### config.mk
export PLATFORM = sky130hd
export DESIGN_NAME = mips_div_sequencer
export DESIGN_NICKNAME = d
export VERILOG_FILES = /design/src/rtl/mips_div_pkg.sv /design/src/rtl/div_step.sv /design/src/rtl/mips_div_sequencer.sv
export SDC_FILE = /design/constraint.sdc
export NUM_CORES = 1
export LEC_CHECK = 0
export ABC_AREA = 0
export CAP_MARGIN = 20
export CORE_ASPECT_RATIO = 2
export CORE_UTILIZATION = 45
export DETAILED_ROUTE_END_ITERATION = 10
export GPL_TIMING_DRIVEN = 0
export PLACE_DENSITY = 0.64
export SYNTH_ARGS = -nofsm -noshare
export SYNTH_HDL_FRONTEND = slang
export SYNTH_SLANG_ARGS = --single-unit
### constraint.sdc
create_clock -name clk -period 4.25 [get_ports clk]
set_clock_uncertainty 0.15 [all_clocks]
set_input_delay 0.6375 -clock clk [delete_from_list [all_inputs] [get_ports clk]]
set_output_delay 0.6375 -clock clk [all_outputs]
set_load 0.01 [all_outputs]
### src/rtl/mips_div_pkg.sv
// Shared types and constants for the HI/LO divide sequencer.
package mips_div_pkg;

  // Sequencer phases of one division.
  typedef enum logic [1:0] {
    ST_IDLE = 2'd0,
    ST_PREP = 2'd1,
    ST_ITER = 2'd2,
    ST_FIX  = 2'd3
  } div_state_e;

  localparam int DIV_WIDTH   = 32;
  localparam int DIV_LATENCY = DIV_WIDTH + 3;
  localparam int DIV_CNT_W   = $clog2(DIV_WIDTH);

endpackage

### src/rtl/div_step.sv
// One restoring-division step: shift {rem, quo} left, trial-subtract the divisor.
module div_step
  import mips_div_pkg::*;
#(
  parameter int WIDTH = DIV_WIDTH
) (
  input  logic [WIDTH-1:0] rem_i,
  input  logic [WIDTH-1:0] quo_i,
  input  logic [WIDTH-1:0] dvs_i,
  output logic [WIDTH-1:0] rem_o,
  output logic [WIDTH-1:0] quo_o
);

  // One extra bit holds the shifted-out remainder MSB and the borrow of the trial subtraction.
  logic [WIDTH:0] shifted;
  logic [WIDTH:0] diff;

  // Keep the difference only when the trial subtraction did not borrow.
  always_comb begin
    shifted = {rem_i, quo_i[WIDTH-1]};
    diff    = shifted - {1'b0, dvs_i};
    if (!diff[WIDTH]) begin
      rem_o = diff[WIDTH-1:0];
      quo_o = {quo_i[WIDTH-2:0], 1'b1};
    end else begin
      rem_o = shifted[WIDTH-1:0];
      quo_o = {quo_i[WIDTH-2:0], 1'b0};
    end
  end

endmodule

### src/rtl/mips_div_sequencer.sv
// HI/LO owner for MIPS div/divu: restoring divider, one quotient bit per cycle,
// with a PC stall while a result is outstanding.
module mips_div_sequencer
  import mips_div_pkg::*;
#(
  parameter int WIDTH = DIV_WIDTH
) (
  input  logic             clk,
  input  logic             reset,
  input  logic             start,
  input  logic             is_signed,
  input  logic [WIDTH-1:0] rs_val,
  input  logic [WIDTH-1:0] rt_val,
  input  logic             mt_hi,
  input  logic             mt_lo,
  input  logic [WIDTH-1:0] mt_data,
  input  logic             mf_req,
  output logic             busy,
  output logic             stall,
  output logic             done,
  output logic             div_by_zero,
  output logic [WIDTH-1:0] hi,
  output logic [WIDTH-1:0] lo
);

  localparam int CNT_W = $clog2(WIDTH);

  // Two's complement negation modulo 2^WIDTH; the most negative value maps to itself,
  // which is exactly the magnitude it represents when read unsigned.
  function automatic logic [WIDTH-1:0] neg2c(input logic [WIDTH-1:0] v);
    return ~v + WIDTH'(1);
  endfunction

  // Control state (reset)
  div_state_e       state_q, state_d;
  logic [CNT_W-1:0] cnt_q, cnt_d;
  logic [WIDTH-1:0] hi_q, hi_d;
  logic [WIDTH-1:0] lo_q, lo_d;
  logic             done_q, done_d;
  logic             dbz_q, dbz_d;

  // Datapath state (no reset)
  logic [WIDTH-1:0] a_q, a_d;
  logic [WIDTH-1:0] b_q, b_d;
  logic             sgn_q, sgn_d;
  logic [WIDTH-1:0] rem_q, rem_d;
  logic [WIDTH-1:0] quo_q, quo_d;
  logic [WIDTH-1:0] dvs_q, dvs_d;

  logic [WIDTH-1:0] step_rem;
  logic [WIDTH-1:0] step_quo;

  logic             a_neg;
  logic             b_neg;

  div_step #(
    .WIDTH(WIDTH)
  ) u_step (
    .rem_i(rem_q),
    .quo_i(quo_q),
    .dvs_i(dvs_q),
    .rem_o(step_rem),
    .quo_o(step_quo)
  );

  // Operand signs only count for div, never for divu.
  assign a_neg = sgn_q & a_q[WIDTH-1];
  assign b_neg = sgn_q & b_q[WIDTH-1];

  // Next-state and register updates for every phase of the division.
  always_comb begin
    state_d = state_q;
    cnt_d   = cnt_q;
    hi_d    = hi_q;
    lo_d    = lo_q;
    done_d  = 1'b0;
    dbz_d   = dbz_q;
    a_d     = a_q;
    b_d     = b_q;
    sgn_d   = sgn_q;
    rem_d   = rem_q;
    quo_d   = quo_q;
    dvs_d   = dvs_q;
    case (state_q)
      ST_IDLE: begin
        // mthi/mtlo land even when a division starts in the same cycle; FIX overwrites them.
        if (mt_hi) hi_d = mt_data;
        if (mt_lo) lo_d = mt_data;
        if (start) begin
          a_d     = rs_val;
          b_d     = rt_val;
          sgn_d   = is_signed;
          dbz_d   = (rt_val == '0);
          state_d = ST_PREP;
        end
      end
      ST_PREP: begin
        quo_d   = a_neg ? neg2c(a_q) : a_q;
        dvs_d   = b_neg ? neg2c(b_q) : b_q;
        rem_d   = '0;
        cnt_d   = '0;
        state_d = ST_ITER;
      end
      ST_ITER: begin
        rem_d = step_rem;
        quo_d = step_quo;
        cnt_d = cnt_q + CNT_W'(1);
        if (cnt_q == CNT_W'(WIDTH - 1)) state_d = ST_FIX;
      end
      ST_FIX: begin
        if (dbz_q) begin
          lo_d = '1;
          hi_d = a_q;
        end else begin
          lo_d = (a_neg ^ b_neg) ? neg2c(quo_q) : quo_q;
          hi_d = a_neg ? neg2c(rem_q) : rem_q;
        end
        done_d  = 1'b1;
        state_d = ST_IDLE;
      end
      default: state_d = ST_IDLE;
    endcase
  end

  // Control registers with synchronous reset; a reset mid-division drops the result.
  always_ff @(posedge clk) begin
    if (reset) begin
      state_q <= ST_IDLE;
      cnt_q   <= '0;
      hi_q    <= '0;
      lo_q    <= '0;
      done_q  <= 1'b0;
      dbz_q   <= 1'b0;
    end else begin
      state_q <= state_d;
      cnt_q   <= cnt_d;
      hi_q    <= hi_d;
      lo_q    <= lo_d;
      done_q  <= done_d;
      dbz_q   <= dbz_d;
    end
  end

  // Datapath registers; their contents are only consumed under FSM control.
  always_ff @(posedge clk) begin
    a_q   <= a_d;
    b_q   <= b_d;
    sgn_q <= sgn_d;
    rem_q <= rem_d;
    quo_q <= quo_d;
    dvs_q <= dvs_d;
  end

  assign busy        = (state_q != ST_IDLE);
  assign stall       = busy & (start | mf_req | mt_hi | mt_lo);
  assign done        = done_q;
  assign div_by_zero = dbz_q;
  assign hi          = hi_q;
  assign lo          = lo_q;

endmodule
==> key figures <==
Global route
  – M2 GR Usage: 0.549
  – First-pass GRT wire length: a little over 60000 um
  – Met3 Use GR: 0.0244
  – GRT Residual Overflow: 0
  – Initial antenna violation count: 0
  – Number of global-route vias before repair: 11600
  – Largest net degree at the start of global routing: 66
  – GRT Total Usage: 0.261
  – GRT busiest layer: met2
  – Met1 GRT Util: 0.227

Routing
  – ANT nets after route: 0
  – Router iterations before antenna repair: 5
  – DRC errors left: 0
  – Post-Route WL: just over 40000 um
  – DR iter-0 viols: between 500 and 600
  – Vias per Instance: 5.70
  – Wire per inst: roughly 20 um
  – Via count: between 10000 and 15000

Yosys
  – Synth cell count leaders: edfxtp_1, nand2_1, nor2_1
  – FFs w/ async S/R, synth: 0
  – Main area contributors after synthesis: edfxtp_1, dfxtp_1, xnor2_1
  – Mean Syn Cell Area: 9.52 um2
  – Ys Warns: 0
  – Number of flops mapped to enable cells by yosys: between 150 and 200
  – Ys flop type: edfxtp_1
  – Post-synth net total: 1564
  – Most frequent cell after synthesis: edfxtp_1
  – Cells after synthesis: 1418
  – Cell area after synthesis: 0.0135 mm2
  – Dominant cell type by area after synthesis: edfxtp_1
  – Register area share after synthesis: 0.466
  – Yosys top cell area share: 0.358
  – Synthesized flop and latch total: approximately 230
  – Synth cell types: 63

Final layout
  – Reg area: 0.00630 mm2
  – Number of diodes: 0
  – Final #Nets: 1760
  – Area of the multi-input gates: roughly 0.0067 mm2
  – Final cell count without fillers: 1992
  – Fillers: about 2700
  – Design area: 0.0164 mm2
  – Layout area overhead: 21.7%
  – Share of post-route cells with drive strength above 1: 0.0338

Worst setup path
  – Critical Path RT: 4370 ps
  – Critical Path End: rem_q[2]$_SDFFCE_PN0P_
  – Startpoint class of the critical path: flip-flop
  – CP arrival: 4160 ps
  – First element of the critical path: quo_q[31]$_DFFE_PP_
  – WS Path Type: reg -> reg
  – Max stage delay on crit path: approximately 480 ps
  – Reg2reg end: rem_q[2]$_SDFFCE_PN0P_
  – Worst Reg2Reg Path Length in Cells: 14
  – Critical path cell sequence: inv_1 > ha_1 > fa_1 > nor2b_1 > o31a_1 > o41a_1 > o211a_1 > nor2_2 > o21ai_1 > a311oi_4 > buf_12 > buf_4 > mux2i_1 > nor2_1
  – CP max-delay cell: edfxtp_1
  – Top delay family on crit path: compound AO/OA/AOI/OAI gates
  – Worst Path Buf+Inv: 3
  – Crit Reg-Reg Startpoint: quo_q[31]$_DFFE_PP_
  – Crit path depth: 14
  – Flop-to-flop setup slack: ~200 ps
  – Largest fanout on the critical path: 10
  – Crit path capture type: flip-flop

STA
  – Final min period: 4040 ps
  – Setup violations, final: 0
  – RSZ-0062 raised after global routing: no
  – Worst-Margin Slew: 1110 ps
  – Max Freq: 247 MHz
  – Fin. Hold Viols: 0
  – Crit share post-route: 0.952
  – Max-slew violations: 0
  – Relative slew margins: 0.262

Status
  – Run status: finished, final reports clean

Clock tree
  – Longest Clk Path Bufs: 3
  – Clk Latency, worst-skew pair: 540 ps
  – TritonCTS Sinks: 234
  – CTS clk-pin slew, worst paths: 60 ps
  – H-tree Lvls: 1
  – CTS Buf Count: 23
  – CTS tree: yes
  – Clk root buf: clkbuf_16
  – Hold_buf cts: 0

Placed design
  – Placed Cells: 1952
  – Detailed placer's ending HPWL: 32900 um
  – Placer Congestion: roughly 0.95
  – Post-DP Area: 0.0157 mm2
  – Port Buffers: 169

Die
  – Die extent in y: approximately 250 um
  – Die Wd: 124 um
  – Initial core utilization: 0.457
  – Core area: 0.0295 mm2
  – # IOs: 171
  – Num rows: between 80 and 90
  – Die area: 0.0307 mm2

Flow run
  – MaxCap Viol Count: 0

Power and ir drop
  – Pwr dens: 789 mW/mm2
  – Worst VDD drop: 0.428 mV
  – Leak: 5.78 nW

Worst hold path
  – Hold WC Path Type: reg -> reg
cell type report:
cell class                 count  area share
timing repair buffer         171       0.105
tap                          364      0.0277
multi-input combinational   1054       0.408
sequential                   234       0.383
inverter                      59      0.0135
buffer                        71      0.0179
clock buffer                  35      0.0411
clock inverter                 4     0.00297
how the worst min path moves through the flow:
stage,start,depth (start not counted),to
final,lo[7]$_SDFFE_PP0P_,2,lo[7]$_SDFFE_PP0P_
after global routing,lo[1]$_SDFFE_PP0P_,2,lo[1]$_SDFFE_PP0P_
after CTS,lo[6]$_SDFFE_PP0P_,2,lo[6]$_SDFFE_PP0P_
after detailed placement,lo[6]$_SDFFE_PP0P_,2,lo[6]$_SDFFE_PP0P_
after global placement,lo[6]$_SDFFE_PP0P_,2,lo[6]$_SDFFE_PP0P_
after floorplan,cnt_q[4]$_SDFFE_PP0P_,2,cnt_q[4]$_SDFFE_PP0P_
timing repair:
item,4_1_cts,5_1_grt
buffers inserted,1,0
endpoints found under the setup margin,11,2
pin swaps,1,0
gates resized for setup,0,1
power breakdown:
| part | internal [mW] | total (mW) | switching (mW) | leakage [nW] |
|---|---|---|---|---|
| sequential | 3.58 | 4.40 | 0.819 | 2.14 |
| combinational | 2.72 | 6.51 | 3.80 | 3.29 |
| clock | 1.16 | 2.04 | 0.884 | 0.358 |
worst register-to-register path, stage by stage (launching register included):
cell	delay, ps
edfxtp_1	480
inv_1	210
ha_1	250
fa_1	230
nor2b_1	70
o31a_1	290
o41a_1	400
o211a_1	340
nor2_2	240
o21ai_1	160
a311oi_4	320
buf_12	170
buf_4	230
mux2i_1	210
nor2_1	50
layer usage:
metal / wire length, um / vias up
met1: 12900 / 5376
met3: 1370 / 113
met5: 0 / -
met4: 2440 / 0
met2: 23600 / 316
li1: - / 5554
cell usage in the layout, fill, tap and decap left out, types with 5 or more instances in the layout:
| cell | netlist | layout |
|---|---|---|
| a211oi_1 | 33 | 33 |
| a21o_1 | 12 | 12 |
| a21oi_1 | 115 | 115 |
| a311oi_1 | 5 | 5 |
| a31oi_1 | 14 | 14 |
| and2_1 | 8 | 8 |
| and3_1 | 6 | 6 |
| buf_1 | 5 | 5 |
| clkbuf_1 | 60 | 67 |
| clkbuf_16 | 0 | 25 |
| clkdlybuf4s50_1 | 0 | 169 |
| dfxtp_1 | 73 | 73 |
| edfxtp_1 | 161 | 161 |
| ha_1 | 42 | 40 |
| inv_1 | 57 | 56 |
| mux2i_1 | 54 | 54 |
| nand2_1 | 148 | 148 |
| nand2b_1 | 13 | 13 |
| nand3_1 | 16 | 16 |
| nand4_1 | 7 | 7 |
| nor2_1 | 148 | 147 |
| nor3_1 | 29 | 29 |
| nor4_1 | 23 | 23 |
| o211ai_1 | 15 | 15 |
| o21ai_0 | 95 | 95 |
| o21ai_1 | 6 | 6 |
| o221ai_1 | 28 | 28 |
| o31ai_1 | 16 | 16 |
| o41ai_1 | 11 | 11 |
| or2_2 | 6 | 6 |
| or3_1 | 11 | 11 |
| or4_1 | 10 | 10 |
| xnor2_1 | 73 | 73 |
| xor2_1 | 69 | 69 |
flip-flops by register name, indices dropped and copies added, names as in the netlist:
register     flops
a_q             32
b_q             32
dvs_q           32
hi              32
lo              32
quo_q           32
rem_q           32
cnt_q            5
state_q          2
div_by_zero      1
done             1
sgn_q            1
cells by family after synthesis:
kind of cell    count (synthesis)  share of synthesized area
mux                            54                     0.0400
fa+ha+maj                      43                     0.0404
compound gates                376                      0.176
xor+xnor                      142                     0.0921
simple gates                  439                      0.147
buf+inv                       130                     0.0382
flops                         234                      0.466
per-stage QoR:
step	util	hold slack [ps]	total power, mW	setup slack (ps)	setup TNS (ps)
floorplan	-	301	8.76	928	0
global placement	0.530	292	10.8	-52.8	-243
detailed placement	0.531	294	10.9	-55.9	-264
CTS	0.557	302	13.0	116	0
global route	0.557	328	13.8	60.0	0
finish	0.557	300	13.0	205	0
No activity file was read; power rests on OpenSTA's default activity.
